==> src/rtl/mem_port_arbiter.sv <==
// mem_port_arbiter
// ----------------
// Shares one single-port synchronous RAM between two requesters.
// Requester 0 is the memory-navigator read path and requester 1 is the
// loader/processor read-write path. Arbitration is round-robin with a single
// access in flight. The RAM command and the read data returned to the
// winner are both registered.
//
// Handshake: a requester holds req/we/addr/wdata stable from the assertion
// of req until the cycle in which its gnt pulse is high. It may change or
// drop them from the next cycle on. Dropping req before gnt withdraws the
// request. For a read, rvalid pulses for one cycle RD_LAT+1 cycles after
// gnt, and rdata is valid in that cycle.
//
// Ports:
//   clk, rst                 rising-edge clock, synchronous active-high reset
//   rN_req/we/addr/wdata     requester N command (N = 0, 1)
//   rN_gnt                   one-cycle grant; the command is on the RAM port
//   rN_rvalid/rdata          one-cycle read-data pulse and held read data
//   mem_addr/we/wdata        RAM command
//   mem_rdata                RAM read data, RD_LAT cycles after the address edge
//   busy                     high while an access occupies the port
module mem_port_arbiter #(
    parameter int ADDR_W = 32,
    parameter int DATA_W = 32,
    parameter int RD_LAT = 1     // legal range 1..7
) (
    input  logic              clk,
    input  logic              rst,
    input  logic              r0_req,
    input  logic              r0_we,
    input  logic [ADDR_W-1:0] r0_addr,
    input  logic [DATA_W-1:0] r0_wdata,
    output logic              r0_gnt,
    output logic              r0_rvalid,
    output logic [DATA_W-1:0] r0_rdata,
    input  logic              r1_req,
    input  logic              r1_we,
    input  logic [ADDR_W-1:0] r1_addr,
    input  logic [DATA_W-1:0] r1_wdata,
    output logic              r1_gnt,
    output logic              r1_rvalid,
    output logic [DATA_W-1:0] r1_rdata,
    output logic [ADDR_W-1:0] mem_addr,
    output logic              mem_we,
    output logic [DATA_W-1:0] mem_wdata,
    input  logic [DATA_W-1:0] mem_rdata,
    output logic              busy
);

    typedef enum logic [1:0] {
        IDLE  = 2'd0,
        ISSUE = 2'd1,
        DATA  = 2'd2
    } state_t;

    state_t     state;
    logic       rr_last;   // requester that won most recently
    logic       win;       // requester owning the access in flight
    logic       win_we;    // access in flight is a write
    logic [2:0] cnt;       // DATA cycles remaining, including the current one
    logic       pick;      // winner if a request is sampled this cycle

    // A tie goes to the requester that did not win last time, which gives
    // strict alternation under continuous requests from both sides.
    always_comb begin
        pick = 1'b0;
        if (r0_req && r1_req) begin
            pick = ~rr_last;
        end else if (r1_req) begin
            pick = 1'b1;
        end
    end

    assign busy = (state != IDLE);

    always_ff @(posedge clk) begin
        if (rst) begin
            state     <= IDLE;
            rr_last   <= 1'b1;
            win       <= 1'b0;
            win_we    <= 1'b0;
            cnt       <= 3'd0;
            r0_gnt    <= 1'b0;
            r1_gnt    <= 1'b0;
            r0_rvalid <= 1'b0;
            r1_rvalid <= 1'b0;
            r0_rdata  <= '0;
            r1_rdata  <= '0;
            mem_addr  <= '0;
            mem_we    <= 1'b0;
            mem_wdata <= '0;
        end else begin
            // Pulses default low; they are set only on the edge that starts
            // the single cycle in which they are meant to be high.
            r0_gnt    <= 1'b0;
            r1_gnt    <= 1'b0;
            r0_rvalid <= 1'b0;
            r1_rvalid <= 1'b0;
            mem_we    <= 1'b0;

            case (state)
                IDLE: begin
                    if (r0_req || r1_req) begin
                        rr_last   <= pick;
                        win       <= pick;
                        win_we    <= pick ? r1_we : r0_we;
                        mem_addr  <= pick ? r1_addr : r0_addr;
                        mem_wdata <= pick ? r1_wdata : r0_wdata;
                        mem_we    <= pick ? r1_we : r0_we;
                        r0_gnt    <= ~pick;
                        r1_gnt    <= pick;
                        state     <= ISSUE;
                    end
                end

                ISSUE: begin
                    // The RAM samples the command at the edge ending ISSUE.
                    cnt   <= win_we ? 3'd1 : 3'(RD_LAT);
                    state <= DATA;
                end

                DATA: begin
                    if (cnt == 3'd1) begin
                        state <= IDLE;
                        if (!win_we) begin
                            if (win) begin
                                r1_rdata  <= mem_rdata;
                                r1_rvalid <= 1'b1;
                            end else begin
                                r0_rdata  <= mem_rdata;
                                r0_rvalid <= 1'b1;
                            end
                        end
                    end else begin
                        cnt <= cnt - 3'd1;
                    end
                end

                default: begin
                    state <= IDLE;
                end
            endcase
        end
    end

endmodule
==> config.mk <==
export PLATFORM = sky130hd
export DESIGN_NAME = mem_port_arbiter
export DESIGN_NICKNAME = d
export VERILOG_FILES = /design/src/rtl/mem_port_arbiter.sv
export SDC_FILE = /design/constraint.sdc
export NUM_CORES = 1
export LEC_CHECK = 0
export ABC_AREA = 1
export BUFFER_PORTS_ARGS = -buffer_cell sky130_fd_sc_hd__clkbuf_2
export CORE_MARGIN = 2
export CORE_UTILIZATION = 47
export CTS_CLUSTER_SIZE = 16
export DETAILED_ROUTE_END_ITERATION = 12
export PLACE_DENSITY = 0.83
export SLEW_MARGIN = 10
export SYNTH_ARGS = -nofsm -noshare
export SYNTH_HDL_FRONTEND = slang
export SYNTH_SLANG_ARGS = --single-unit
==> constraint.sdc <==
create_clock -name clk -period 1.73 [get_ports clk]
set_clock_uncertainty 0.2 [all_clocks]
set_input_delay 0.519 -clock clk [delete_from_list [all_inputs] [get_ports clk]]
set_output_delay 0.519 -clock clk [all_outputs]
set_load 0.02 [all_outputs]
==> results.ini <==
[final_layout]
drive_above_1_share_pct = 29.19
fin_cells = 1480
final_nets = 1458
utilization_pct = 67.10
area_growth_pct = 38.05

[worst_setup_path]
path_class = reg -> out
arrival_ns = 1.00
critPathLaunch = state[0]$_SDFFE_PP0P_
r2r_cells = 8
setup.worst_path.end = busy
cp.required_ns = 1.01
startpoint_type = flip-flop
timing.rr.start = state[1]$_SDFFE_PP0P_
end_kind = output port
regToRegSetupSlack_ns = 0.08
reg2reg_to = r1_rdata[26]$_SDFFE_PP0P_
critPathMaxFanout = 2

[floorplan]
die_h_um = 121.5
pin_count = 300
initial_core_util_pct = 48.60
core-area_um2 = 13350
die_area_um2 = 14760
rows = 42
die_w_um = 121.5

[power]
power_frac_clock_pct = 41.1
ir_drop_uv = 598.4
power.internal_uw = 6889
seqPwrFrac_pct = 37.8
powerDensity_nw_per_um2 = 1081
leakagePower_uw = 0.004794
switching_share_pct = 28.87
power_frac_comb_pct = 21.1
switchingPower_uw = 2796

[place]
port_buffers = 299
gp_congestion = 0.8640
dp.cells = 1438
place_ws_ns = -0.09233
place_hpwl_mm = 13.48

[logic_synthesis]
synth_top_area_share_pct = 43.51
yosys_register_bits = 141
async_flop_share_pct = 0
postSynthCellCount = 1003
synth_largest_area_cell = dfxtp_1
ys_warn_count = 0
syn_nets = 1171
yosys-top-cells-count = nor2_1 (329), nand2_1 (177), dfxtp_1 (141), inv_1 (106), nand3_1 (101)
synthTopCellsByArea = dfxtp_1 (44%), nor2_1 (19%), nand2_1 (10%)
yosysMostFrequentCell = nor2_1
syn_area_per_cell_um2 = 6.468
synth_flop_cell = dfxtp_1
seq_area_frac_synth_pct = 43.51
synth.cell_area_um2 = 6487
yosysUniqueCellTypes = 21
synth_edf_count = 0

[grt]
grt_usage_pct = 25.13
grt_pass1_wl_mm = 29.37
grt.overflow.total = 0
grt_pass1_vias = 6402
antenna_found_initial = 1
grt_max_degree = 76

[flow_run]
max_cap_viol_count = 0

[route]
wl_mm = 19.70
drtAntennaViolNets = 0
via_per_inst = 4.843
wl_per_cell_um = 13.31
drt-initial-drc-count = 495
dr.pass1.iters = 5
vias = 7168
drc = 0

[clocking]
clock_sink_count = 141
cts.clk_slew.worst_paths_ns = 0.06
hold_buffers = 0
cts_tree = yes
htreeDepth = 4
cts_buffer_depth = 2
clk_latency_ns = 0.42
root_buffer = clkbuf_16
cts_buffers = 17

[sta]
layout_setup_ws_ns = 0.01053
slew_headroom_pct = 66.83
setup_viol = 0
grt_setup_unrepaired = yes
finalCritPeriodShare_pct = 99.39
max_freq_mhz = 581.6
hold_violations = 0
holdWs_ns = 0.2065
final_max_slew_viol_count = 0
tightest_slew_ns = 0.4976
tns_ns = 0
min_period_ns = 1.719

[run_status]
status = finished, final reports clean

[worst_hold_path]
hold_path.class = in -> reg

[through the flow]
step | cell area, um2 | power [uW]
2_1_floorplan | 6487 | 4989
3_3_place_gp | 8160 | 5668
3_5_place_dp | 8160 | 5699
4_1_cts | 8876 | 9716
5_1_grt | 8954 | 10110
6_report | 8956 | 9685
[layout make-up]
class                   count  area (um2)
diodes                      2       5.005
clock buffers              22       494.2
clock inverters             9       156.4
fillers                  1159        4392
inverters                 109       415.4
multi-input cells         688        2868
flip-flops and latches    141        2831
well taps                 176       220.2
repair buffers            333        1966
[how the worst min path moves through the flow]
stage                         startpoint                          to  slack, ns  cells past startpoint
6_report                    r0_wdata[16]  mem_wdata[16]$_SDFFE_PP0P_       0.21                      5
5_1_grt                    mem_rdata[18]   r1_rdata[18]$_SDFFE_PP0P_       0.21                      5
4_1_cts                     r0_wdata[16]  mem_wdata[16]$_SDFFE_PP0P_       0.19                      5
3_5_place_dp   r0_rdata[22]$_SDFFE_PP0P_   r0_rdata[22]$_SDFFE_PP0P_       0.27                      2
3_3_place_gp    r1_rdata[1]$_SDFFE_PP0P_    r1_rdata[1]$_SDFFE_PP0P_       0.26                      2
2_1_floorplan       rr_last$_SDFFE_PP1P_        rr_last$_SDFFE_PP1P_       0.23                      2
[power by group through the flow]
stage | combinational (uW) | sequential [uW] | clock, uW
finish | 2040 | 3660 | 3980
global route | 2240 | 3680 | 4180
CTS | 2020 | 3660 | 4030
detailed placement | 1980 | 3720 | 0
global placement | 1940 | 3720 | 0
floorplan | 1010 | 3980 | 0
[critical path, cell delays in order, from the launching register on]
cell and delay [ns]:
dfxtp_4 0.35, inv_4 0.06, nand2_4 0.05, buf_8 0.12
[registers in the layout, summed over array words and instances, names as in the netlist, 2 cells and up]
register,cells
mem_addr,32
mem_wdata,32
r0_rdata,32
r1_rdata,32
cnt,3
state,2
[kinds of logic after synthesis]
family,count (synthesis),share of synthesized area [%]
compound gates,70,5.400
simple gates,616,38.23
fa+ha+maj,2,0.3857
buf+inv,174,12.48
flops,141,43.51
[cells in the final DEF (no fill, tap or decap), drive strengths merged]
cell type and n:
nor3 2, ha 2, clkbuf 320, inv 109, dfxtp 141, nand2 178, clkinvlp 3, nand3b 1
bufinv 4, diode 2, nand3 101, buf 35, nor2 334, a21oi 4, o21ai 66, clkinv 2
[layer usage]
metal | track usage, % | wire [um]
met5 | 0 | 0
met3 | 6.391 | 1649
met1 | 29.37 | 7856
met2 | 42.42 | 9569
met4 | 12.93 | 624
[repair_timing]
action | 4_1_cts | 5_1_grt
setup endpoints to repair | 2 | 21
pin swaps | 1 | 2
hold endpoints to repair | 0 | 0
resized for setup | 10 | 5
gates cloned | 0 | 3
buffers inserted | 5 | 1
Power figures use the tool's default switching activity.
